**src/rtl/sat_unary_lanes.sv**
```systemverilog
// sat_unary_lanes
// Multi-lane two's-complement unary unit with per-lane saturation.
// Each accepted beat carries LANES signed elements and one operation
// (PASS, NEG, ABS, DBL) that applies to every lane of that beat. The
// datapath is a two-stage valid/ready pipeline: S1 holds the operands and
// the unsaturated WIDTH+1-bit results, and S2 holds the saturated output.
// Sticky overflow status and an overflow beat counter advance only when a
// beat is actually handed downstream.
//
// Ports
//   clk, rst_n              clock, asynchronous active-low reset
//   in_valid/in_ready       input handshake
//   in_data [LANES*WIDTH]   lane i at [i*WIDTH +: WIDTH]
//   in_mode [2]             0 PASS, 1 NEG, 2 ABS, 3 DBL
//   out_valid/out_ready     output handshake
//   out_data [LANES*WIDTH]  saturated results, same lane packing
//   out_ovf  [LANES]        per-lane saturation flags for out_data
//   clr_ovf                 synchronous clear of the status below
//   sticky_ovf              set by any delivered beat with an overflow lane
//   ovf_count [CNT_W]       count of such beats, saturating at all-ones
module sat_unary_lanes #(
    parameter int WIDTH = 8,
    parameter int LANES = 4,
    parameter int CNT_W = 16
) (
    input  logic                     clk,
    input  logic                     rst_n,
    input  logic                     in_valid,
    output logic                     in_ready,
    input  logic [LANES*WIDTH-1:0]   in_data,
    input  logic [1:0]               in_mode,
    output logic                     out_valid,
    input  logic                     out_ready,
    output logic [LANES*WIDTH-1:0]   out_data,
    output logic [LANES-1:0]         out_ovf,
    input  logic                     clr_ovf,
    output logic                     sticky_ovf,
    output logic [CNT_W-1:0]         ovf_count
);

    localparam int RW = WIDTH + 1;

    localparam logic [1:0] MODE_PASS = 2'd0;
    localparam logic [1:0] MODE_NEG  = 2'd1;
    localparam logic [1:0] MODE_ABS  = 2'd2;
    localparam logic [1:0] MODE_DBL  = 2'd3;

    localparam logic [WIDTH-1:0] SAT_MAX = {1'b0, {(WIDTH-1){1'b1}}};
    localparam logic [WIDTH-1:0] SAT_MIN = {1'b1, {(WIDTH-1){1'b0}}};

    // One extra bit of headroom is enough for every mode: -MIN and 2*x
    // both fit in WIDTH+1 signed bits, so saturation can be decided later.
    function automatic logic [RW-1:0] raw_result(input logic [WIDTH-1:0] x,
                                                 input logic [1:0]       mode);
        logic [RW-1:0] xe;
        xe = {x[WIDTH-1], x};
        case (mode)
            MODE_NEG: raw_result = -xe;
            MODE_ABS: raw_result = x[WIDTH-1] ? -xe : xe;
            MODE_DBL: raw_result = {x, 1'b0};
            default:  raw_result = xe;
        endcase
    endfunction

    logic                     s1_valid_q;
    logic [LANES*WIDTH-1:0]   s1_opnd_q;
    logic [1:0]               s1_mode_q;
    logic [LANES*RW-1:0]      s1_raw_q;
    logic [LANES*RW-1:0]      s1_raw_d;

    logic                     out_valid_q;
    logic [LANES*WIDTH-1:0]   out_data_q;
    logic [LANES*WIDTH-1:0]   out_data_d;
    logic [LANES-1:0]         out_ovf_q;
    logic [LANES-1:0]         out_ovf_d;

    logic                     sticky_q;
    logic [CNT_W-1:0]         count_q;

    logic                     s1_ready;
    logic                     s2_ready;
    logic                     deliver;
    logic                     ovf_event;

    // A stage may load when it is empty or its content leaves this cycle,
    // which lets S2 drain and S1 advance on the same edge.
    assign s2_ready  = !out_valid_q || out_ready;
    assign s1_ready  = !s1_valid_q || s2_ready;
    assign in_ready  = s1_ready;

    assign deliver   = out_valid_q && out_ready;
    assign ovf_event = deliver && (|out_ovf_q);

    always_comb begin
        s1_raw_d = '0;
        for (int i = 0; i < LANES; i++) begin
            s1_raw_d[i*RW +: RW] = raw_result(in_data[i*WIDTH +: WIDTH], in_mode);
        end
    end

    // A lane overflowed when the two top bits of its wide result disagree;
    // the top bit then tells which rail to clamp to. PASS can never
    // overflow, so it forwards the registered operand untouched.
    always_comb begin
        out_data_d = '0;
        out_ovf_d  = '0;
        for (int i = 0; i < LANES; i++) begin
            if (s1_mode_q == MODE_PASS) begin
                out_data_d[i*WIDTH +: WIDTH] = s1_opnd_q[i*WIDTH +: WIDTH];
            end else if (s1_raw_q[i*RW + WIDTH] != s1_raw_q[i*RW + WIDTH - 1]) begin
                out_ovf_d[i]                 = 1'b1;
                out_data_d[i*WIDTH +: WIDTH] = s1_raw_q[i*RW + WIDTH] ? SAT_MIN : SAT_MAX;
            end else begin
                out_data_d[i*WIDTH +: WIDTH] = s1_raw_q[i*RW +: WIDTH];
            end
        end
    end

    // S1: capture operands, mode and wide results on acceptance.
    always_ff @(posedge clk or negedge rst_n) begin
        if (!rst_n) begin
            s1_valid_q <= 1'b0;
            s1_opnd_q  <= '0;
            s1_mode_q  <= MODE_PASS;
            s1_raw_q   <= '0;
        end else if (s1_ready) begin
            s1_valid_q <= in_valid;
            if (in_valid) begin
                s1_opnd_q <= in_data;
                s1_mode_q <= in_mode;
                s1_raw_q  <= s1_raw_d;
            end
        end
    end

    // S2: saturated output register; holds while downstream stalls.
    always_ff @(posedge clk or negedge rst_n) begin
        if (!rst_n) begin
            out_valid_q <= 1'b0;
            out_data_q  <= '0;
            out_ovf_q   <= '0;
        end else if (s2_ready) begin
            out_valid_q <= s1_valid_q;
            if (s1_valid_q) begin
                out_data_q <= out_data_d;
                out_ovf_q  <= out_ovf_d;
            end
        end
    end

    // Status: an overflow delivery in the same cycle as a clear is kept
    // as the first event after the clear.
    always_ff @(posedge clk or negedge rst_n) begin
        if (!rst_n) begin
            sticky_q <= 1'b0;
            count_q  <= '0;
        end else if (clr_ovf) begin
            sticky_q <= ovf_event;
            count_q  <= ovf_event ? CNT_W'(1) : '0;
        end else if (ovf_event) begin
            sticky_q <= 1'b1;
            if (count_q != {CNT_W{1'b1}}) begin
                count_q <= count_q + 1'b1;
            end
        end
    end

    assign out_valid  = out_valid_q;
    assign out_data   = out_data_q;
    assign out_ovf    = out_ovf_q;
    assign sticky_ovf = sticky_q;
    assign ovf_count  = count_q;

endmodule

```
**config.mk**
```make
export PLATFORM = sky130hd
export DESIGN_NAME = sat_unary_lanes
export DESIGN_NICKNAME = d
export VERILOG_FILES = /design/src/rtl/sat_unary_lanes.sv
export SDC_FILE = /design/constraint.sdc
export NUM_CORES = 1
export LEC_CHECK = 0
export ABC_AREA = 1
export CAP_MARGIN = 20
export CORE_MARGIN = 8
export CORE_UTILIZATION = 50
export DETAILED_ROUTE_END_ITERATION = 8
export PLACE_DENSITY_LB_ADDON = 0.3
export SKIP_CTS_REPAIR_TIMING = 1
export SKIP_LAST_GASP = 1
export SLEW_MARGIN = 30
export SYNTH_ARGS = -nofsm -noshare
export SYNTH_HDL_FRONTEND = slang
export SYNTH_SLANG_ARGS = --single-unit
```
**constraint.sdc**
```tcl
create_clock -name clk -period 1.5 [get_ports clk]
set_input_delay 0.3 -clock clk [delete_from_list [all_inputs] [get_ports clk]]
set_output_delay 0.3 -clock clk [all_outputs]
set_load 0.02 [all_outputs]
```
==> flow_metrics.py <==
metrics = {
    "synth": {
        "yosysTopAreaCell": "dfrtp_1",
        "ys_seq_area_share_pct": 44.8,
        "synthSimpleGateAreaFrac_pct": 22.3,
        "syn_nets": 983,
        "synthMuxAreaShare_pct": 0,
        "synth_seq_cells": 125,
        "synth_warnings": 0,
        "ys.flop_type": "dfrtp_1",
        "post-synth-top-count-cell": "nand2_1",
        "synth_xor_xnor_area_share_pct": 1.00,
        "avgSynthCellArea_um2": 7.57,
        "syn-cell-area_um2": 6980,
        "yosys.area_share.adder_pct": 3.76,
        "synthTopCellsByArea": "dfrtp_1, nand2_1, o21ai_0",
        "synth_top_area_share_pct": 44.8,
        "synth_compound_area_share_pct": 18.9,
        "synth_edf_count": 0,
        "synth_top_family_by_area": "simple AND/OR/NAND/NOR gates",
        "synthTopCellsByCount": "nand2_1, dfrtp_1, o21ai_0",
        "synthCells": 923,
        "synth-async-reset-ratio_pct": 100,
        "synthDistinctLibCells": 30,
    },
    "timing": {
        "hold_slack_ns": 0.226,
        "period_share_pct": 100,
        "setup_slack_ns": -0.00521,
        "fmax_mhz": 664,
        "skew_ns": 0.00725,
        "fin_tns_setup_ns": -0.00675,
        "worst_pin_slew_ns": 0.388,
        "fin_crit_ns": 1.51,
        "hold_violations": 0,
        "rsz0062_at_grt": "yes",
        "slew_viol_final": 0,
        "max_slew_margin_pct": 74.1,
        "setup_violations": 2,
    },
    "drt": {
        "initialDrtViolationCount": 604,
        "vias": 7389,
        "ant_nets": 0,
        "wire_per_inst_um": 16.4,
        "wl_um": 22100,
        "vias_per_cell": 5.48,
        "drc": 0,
        "drtPass1Iterations": 7,
    },
    "place": {
        "portBuffers": 93,
        "dpl_cell_area_um2": 9210,
        "dp_hpwl_um": 15400,
        "gp_congestion": 0.935,
    },
    "floorplanning": {
        "dieArea_um2": 18000,
        "rows": 43,
        "coreArea_um2": 13800,
        "die_w_um": 134,
        "die_h_um": 134,
        "io_pins": 94,
        "initial_core_util_pct": 50.7,
    },
    "setup_path": {
        "cp_data_arrival_time_ns": 1.21,
        "r2r.worst_path.cells": 8,
        "crit_fanout": 5,
        "cp-start-kind": "register",
        "worst-setup-path-type": "register to output pin",
        "worstSetupEndpointType": "output pin",
        "required_ns": 1.20,
    },
    "clock_network": {
        "clk_path_buf_depth": 2,
        "path_clk_slew_ns": 0.06,
        "cts-htree-levels": 4,
        "cts_tree": "built",
        "numCtsBuffers": 17,
        "worstSkewPairLatency_ns": 0.42,
        "clock-sinks": 125,
        "clockRootBuffer": "clkbuf_16",
    },
    "hold_path": {
        "worstHoldPathType": "input port to register",
        "hold_depth": 3,
    },
    "flow_run": {
        "maxCapViolCount": 0,
    },
    "global_route": {
        "gr-total-overflow": 0,
        "grt_pass1_wl_um": 34200,
        "grt_pass1_vias": 6960,
        "antenna_found_initial": 0,
        "track_usage_pct": 23.6,
        "grt_max_degree": 53,
    },
    "finish": {
        "syn2layout_area_growth_pct": 47.5,
        "final_nets": 1217,
        "fillers": 1002,
        "antenna_cells": 0,
        "finalInstanceArea_um2": 10300,
        "drive_gt1_share_pct": 22.8,
    },
    "power": {
        "p_leak_nw": 5.73,
        "cellPowerDensity_nw_per_um2": 1290,
        "ir_worst_vdd_mv": 0.743,
    },
    "status": {
        "status": "finished, violations left",
        "violations": "negative setup slack",
    },
}
==> placed cells by master (no fill, tap or decap), types with 9 or more instances in the layout <==
master	netlist	routed
dfrtp_2	0	9
o21ai_1	12	39
inv_1	117	103
o21ai_0	119	92
buf_4	3	146
clkdlybuf4s50_1	0	17
a31oi_1	10	10
dfrtp_1	125	116
buf_12	0	9
nand2_1	221	216
inv_2	6	20
nor2_2	8	14
nor2_1	74	61
a21oi_1	40	40
clkbuf_16	0	17
ha_1	21	13
o211ai_1	32	32
nand3_1	53	47
dlymetal6s2s_1	0	73
==> critical path: stages (launching register included) <==
cell and delay (ns):
dfrtp_2 0.44, buf_4 0.15, dlymetal6s2s_1 0.20
==> per-layer routing <==
metal | up-vias | global-route usage (%) | wire length, um
met5 | - | 0 | 0
met1 | 3479 | 31.4 | 9350
li1 | 3516 | - | -
met3 | 49 | 4.30 | 1640
met2 | 345 | 37.3 | 10600
met4 | 0 | 9.17 | 532
==> sequential cells by signal (all words and copies together), names as in the netlist <==
signal	flops
s1_mode_q	2
ovf_count	16
out_data	32
s1_opnd_q	32
out_valid	1
sticky_ovf	1
out_ovf	4
s1_raw_q	36
s1_valid_q	1
==> worst paths after layout <==
path                                             endpoint                      start  slack (ns)
max in group asynchronous       ovf_count[11]$_DFFE_PN0P_                      rst_n        0.62
worst min-delay path            s1_opnd_q[25]$_DFFE_PN0P_                in_data[25]        0.23
worst max register to register   out_data[26]$_DFFE_PN0P_   s1_raw_q[34]$_DFFE_PN0P_        0.01
worst min register to register  s1_opnd_q[23]$_DFFE_PN0P_  s1_opnd_q[23]$_DFFE_PN0P_        0.48
min in group asynchronous       s1_opnd_q[27]$_DFFE_PN0P_                      rst_n        0.34
worst max-delay path                         ovf_count[1]   ovf_count[1]$_DFFE_PN0P_      -0.005
==> cells by family (layout without fill, tap and decap cells) <==
| kind of cell | Yosys count | count (layout) |
|---|---|---|
| AOI/OAI and AO/OA | 235 | 235 |
| xor gates and xnor gates | 8 | 8 |
| adders and majority gates | 21 | 21 |
| buffers and inverters | 159 | 405 |
| DFF | 125 | 125 |
| and+or+nand+nor | 375 | 375 |
==> layout make-up <==
class / count / area (um^2) / share of cell area (%)
tap: 180 / 225 / 2.19
sequential: 125 / 3140 / 30.5
clock buffer: 25 / 495 / 4.81
clock inverter: 6 / 108 / 1.04
inverter: 123 / 462 / 4.48
multi-input combinational: 639 / 3460 / 33.6
timing repair buffer: 251 / 2410 / 23.4
==> report_power, final <==
part	total [mW]	switching (mW)	internal (mW)
clock	4.21	1.44	2.77
combinational	4.46	2.53	1.93
sequential	4.58	0.462	4.11
total	13.2	4.43	8.82
==> metrics by stage <==
stage / setup WS, ns / utilization [%] / total power, mW / std cells
2_1_floorplan: 0.00120 / - / 6.65 / 923
4_1_cts: -0.472 / 71.3 / 13.1 / 1339
3_3_place_gp: -0.509 / 66.9 / 8.73 / 1308
5_1_grt: -0.0636 / 74.8 / 13.9 / 1349
3_5_place_dp: -0.600 / 66.9 / 8.84 / 1308
6_report: -0.00521 / 74.8 / 13.2 / 1349
No activity file was read; power rests on OpenSTA's default activity.
==> edit 1: new RTL, same settings <==
Make the reset (`rst_n`) synchronous in 3 clocked blocks. Comments in the files are not updated.
--- a/src/rtl/sat_unary_lanes.sv
+++ b/src/rtl/sat_unary_lanes.sv
@@ -119,3 +119,3 @@
     // S1: capture operands, mode and wide results on acceptance.
-    always_ff @(posedge clk or negedge rst_n) begin
+    always_ff @(posedge clk) begin
         if (!rst_n) begin
@@ -136,3 +136,3 @@
     // S2: saturated output register; holds while downstream stalls.
-    always_ff @(posedge clk or negedge rst_n) begin
+    always_ff @(posedge clk) begin
         if (!rst_n) begin
@@ -152,3 +152,3 @@
     // as the first event after the clear.
-    always_ff @(posedge clk or negedge rst_n) begin
+    always_ff @(posedge clk) begin
         if (!rst_n) begin
Behaviour: differs if rst_n is asserted again (counterexample within 4 cycles, from zero or initial values and one cycle with rst_n low); with rst_n held inactive, the same outputs for 4 cycles.
==> edit 1 against the original RTL <==
  * The flow still finishes with violations (negative setup slack)
  * Worst setup slack lost 71 ps
  * Synthesized area is 5.6% lower
  * Routed wire length grew 3.9%
  * Cell area decreased by 3.3%
  * Via count rose by 5.7%
  * Sequential cell count unchanged
  * Global-route usage rose by 0.90 points
Power is not compared: it rests on default switching activity, and its combinational part moved more than twofold at a synthesized area within 25%.
==> edit 1: results (changes against the original RTL) <==
status=complete, but fails checks (unchanged); failing checks=negative setup slack (unchanged); DP Worst Slack=-591 ps (was -600 ps); Synth Instances=981 (was 923); final setup fails=2 (unchanged); vias in the first global route=7015 (was 6960); FF-to-FF path depth=7 (was 8); global-route wire length before repair=33700 um (was 34200 um); ys flop type=dfxtp_1 (was dfrtp_1); crit path from=in_data[27] (was ovf_count[1]$_DFFE_PN0P_); synth cell count leaders=151 x nand2_1, 147 x a21oi_1, 125 x dfxtp_1 (was 221 x nand2_1, 125 x dfrtp_1, 119 x o21ai_0); vias per cell=5.61 (was 5.48); crit path to=s1_raw_q[35]$_SDFFE_PN0P_ (was ovf_count[1]); DP HPWL=14400 um (was 15400 um); multi-input logic area=3710 um2 (was 3460 um2); count of multi-input gates=693 (was 639); critical path capture point type=register (was primary output); Non-clock buffer share=0.250 (was 0.234); largest net degree at the start of global routing=49 (was 53); placed cell areas=8790 um2 (was 9210 um2); dpl cells=1347 (was 1308); Post-Layout Cell Count=1392 (was 1349); reg-to-reg slack, setup=50 ps (was 10 ps); Synth area leaders=dfxtp_1 38%, a21oi_1 11%, o21ai_0 8.9% (was dfrtp_1 45%, nand2_1 12%, o21ai_0 8.5%); worst setup margin=-76.7 ps (was -5.21 ps); sequential area share after synthesis=0.380 (was 0.448); FILL cells=895 (was 1002); DR pass1 iterations=6 (was 7); Post-Syn Nets=1041 (was 983); Cell variety after synth=32 (was 30); Hold Slack=214 ps (was 226 ps); DRT iter0 DRCs=851 (was 604); Clock-cell share=0.0610 (was 0.0585); GRT Util Overall=0.245 (was 0.236); hold-critical path endpoint=s1_opnd_q[4]$_SDFFE_PN0P_ (was s1_opnd_q[25]$_DFFE_PN0P_); Non-clock buffers=256 (was 251); fraction of area in multi-input gates=0.372 (was 0.336); WL/cell=16.5 um (was 16.4 um); RR Endpoint=out_data[16]$_SDFFE_PN0P_ (was out_data[26]$_DFFE_PN0P_); Reg area=2520 um2 (was 3140 um2)
[edit 1: power groups by stage]
stage               logic, uW  clock network (uW)  registers, uW
floorplan                 844                   0           3790
global placement         1800                   0           3700
detailed placement       1830                   0           3710
CTS                      1850                4250           3640
global route             2220                4410           3670
finish                   2040                4230           3650
[edit 1: worst max-delay path, delay by kind of cell]
kind / cells / cell delay [ps]
simple gates: 6 / 740
buf+inv: 1 / 450
compound gates: 2 / 180
fa+ha+maj: 1 / 270
[edit 1: cells by family (layout without fill, tap and decap cells)]
family | Yosys count | count (layout) | synth area share
simple gates | 346 | 347 | 0.214
flops | 125 | 125 | 0.380
buf+inv | 164 | 398 | 0.0987
xor+xnor | 8 | 8 | 0.0106
fa+ha+maj | 21 | 21 | 0.0399
compound gates | 317 | 317 | 0.257
[edit 1: routing by layer]
metal | part of all wire | track usage | wire (um)
met1 | 0.42 | 0.319 | 9760
met2 | 0.48 | 0.398 | 10900
met3 | 0.078 | 0.0406 | 1790
met4 | 0.023 | 0.0918 | 523
met5 | 0 | 0 | 0
==> edit 2: new RTL, same flow settings <==
Made on the original files. The parameter `WIDTH` goes from 8 to 10.
--- a/src/rtl/sat_unary_lanes.sv
+++ b/src/rtl/sat_unary_lanes.sv
@@ -21,3 +21,3 @@
 module sat_unary_lanes #(
-    parameter int WIDTH = 8,
+    parameter int WIDTH = 10,
     parameter int LANES = 4,
Interface: changed (resized in_data and out_data); port bits go from 94 to 110. No check against the original RTL was run, so the function may have changed too.
==> edit 2 against the original RTL <==
  * The flow still finishes with violations (negative setup slack)
  * Clock power grew 5%
  * Global-route usage grew 1.0 points
  * Synthesized area grew 20%
  * Worst setup slack lost 130 ps
  * Largest cell class unchanged
  * Power grew 20%
  * Die area grew 18%
  * Non-clock buffer count grew 87
  * Routed wire length grew 24%
  * Sequential cell count grew 24
  * Register-to-register slack lost 80 ps
  * Highest routed layer unchanged
  * Cell area grew 25%
  * First-iteration DRC count grew 9.6%
  * Combinational power grew 34%
  * Worst hold slack gained 10 ps
==> edit 2: results (changes against the original RTL) <==
Arrival @ worst endpoint=1990 ps (was 1210 ps); met2 Use GR=0.416 (was 0.373); Clock transition at path regs=60 ps (about the same); FILL cells=1058 (was 1002); WL/cell=16.6 um (was 16.4 um); routed wl met3=1520 um (was 1640 um); ys flop type=dfrtp_1 (unchanged); Top Layer Used=met4 (unchanged); total negative slack=-704 ps (was -6.75 ps); synth cell count leaders=342 x nand2_1, 149 x dfrtp_1, 102 x inv_1 (was 221 x nand2_1, 125 x dfrtp_1, 119 x o21ai_0); peak supply drop=0.971 mV (was 0.743 mV); worst setup margin=-135 ps (was -5.21 ps); Synth Warn #=0 (unchanged); Flop pwr share=0.346 (was 0.345); CTS Root Buffer Type=clkbuf_16 (unchanged); htree depth=4 (unchanged); GRT Util Overall=0.246 (was 0.236); Final nets=1495 (was 1217); sequential area share after synthesis=0.444 (was 0.448); PnR Total Power=15900 uW (was 13200 uW); Worst Hold Class=input port to register (unchanged); Cell variety after synth=36 (was 30); RD Place Congestion=0.916 (was 0.935); Comb power frac=0.376 (was 0.336); Switch Pwr=5630 uW (was 4430 uW); slowest stage delay, CP=roughly 430 ps; final setup fails=15 (was 2); placed cell areas=11400 um2 (was 9210 um2); Synth area leaders=dfrtp_1 44%, nand2_1 15%, o21ai_0 6.0% (was dfrtp_1 45%, nand2_1 12%, o21ai_0 8.5%); GRT met1 Usage=0.303 (was 0.314); DR pass1 iterations=5 (was 7); crit-path leading delay family=buffers and inverters (was flip-flops); max_slew headroom=0.742 (was 0.741); Layout Skew=9.54 ps (was 7.25 ps); post-synthesis async set-or-reset flop share=1.00 (unchanged); DRT iter0 DRCs=662 (was 604); initial antenna violation count=0 (unchanged); global-route wire length before repair=43400 um (was 34200 um); vias in the first global route=8950 (was 6960); CP max FO=2 (was 5); Post-Syn Nets=1185 (was 983); vias per cell=5.50 (was 5.48); M3 GR Usage=0.0442 (was 0.0430); proportion of layout cells with a drive suffix above 1=0.284 (was 0.228); failing checks=negative setup slack (unchanged); status=complete, but fails checks (unchanged); # port buffers=109 (was 93); Worst path slowest cell=clkdlybuf4s50_1 (was dfrtp_2); worst skew pair latency=430 ps; met2 wire len=13800 um (was 10600 um); DP HPWL=18900 um (was 15400 um); largest net degree at the start of global routing=55 (was 53); Inserted Diodes=0 (unchanged); LEAKAGE=0.00704 uW (was 0.00573 uW); met1 WL=11200 um (was 9350 um); max reg flops=44 (was 36)
-- edit 2: cell types whose count changed after synthesis, sizes merged, moves of 7 or more --
cell	delta
nor2	+15
nand2	+126
nor3	+8
a31oi	-7
a21oi	+24
o21ai	-14
clkbuf	+9
inv	-19
dfrtp	+24
nand4	+9
-- edit 2: area by class of cell --
cell class / instances / area (um2) / area share
multi-input combinational: 816 / 4530 / 0.351
timing repair buffer: 338 / 3330 / 0.258
sequential: 149 / 3730 / 0.290
tap: 220 / 275 / 0.0213
clock inverter: 14 / 176 / 0.0137
inverter: 104 / 417 / 0.0323
clock buffer: 18 / 429 / 0.0333
-- edit 2: kinds of logic after synthesis --
group,after synthesis,synth area share
adder cells (fa/ha/maj),22,0.0328
buffers and inverters,151,0.0750
AO/OA/AOI/OAI,243,0.170
XOR/XNOR,8,0.00835
flip-flops,149,0.444
AND/OR/NAND/NOR,543,0.269
-- edit 2: path summary, 6_finish.rpt --
check | start | end | slack (ps) | cells after the start
max in group asynchronous | rst_n | s1_opnd_q[9]$_DFFE_PN0P_ | 670 | 3
min in group asynchronous | rst_n | ovf_count[2]$_DFFE_PN0P_ | 310 | 2
worst min register to register | out_data[1]$_DFFE_PN0P_ | out_data[1]$_DFFE_PN0P_ | 480 | 2
worst max register to register | ovf_count[1]$_DFFE_PN0P_ | ovf_count[4]$_DFFE_PN0P_ | -70 | 9
worst min-delay path | in_data[21] | s1_raw_q[23]$_DFFE_PN0P_ | 240 | 3
worst max-delay path | in_data[22] | s1_raw_q[31]$_DFFE_PN0P_ | -130 | 12
-- edit 2: stage by stage --
| stage | std cells | worst slack [ps] |
|---|---|---|
| detailed placement | 1606 | -787 |
| CTS | 1638 | -393 |
| floorplan | 1116 | -92.8 |
| global placement | 1606 | -760 |
| finish | 1659 | -135 |
| global route | 1659 | -326 |
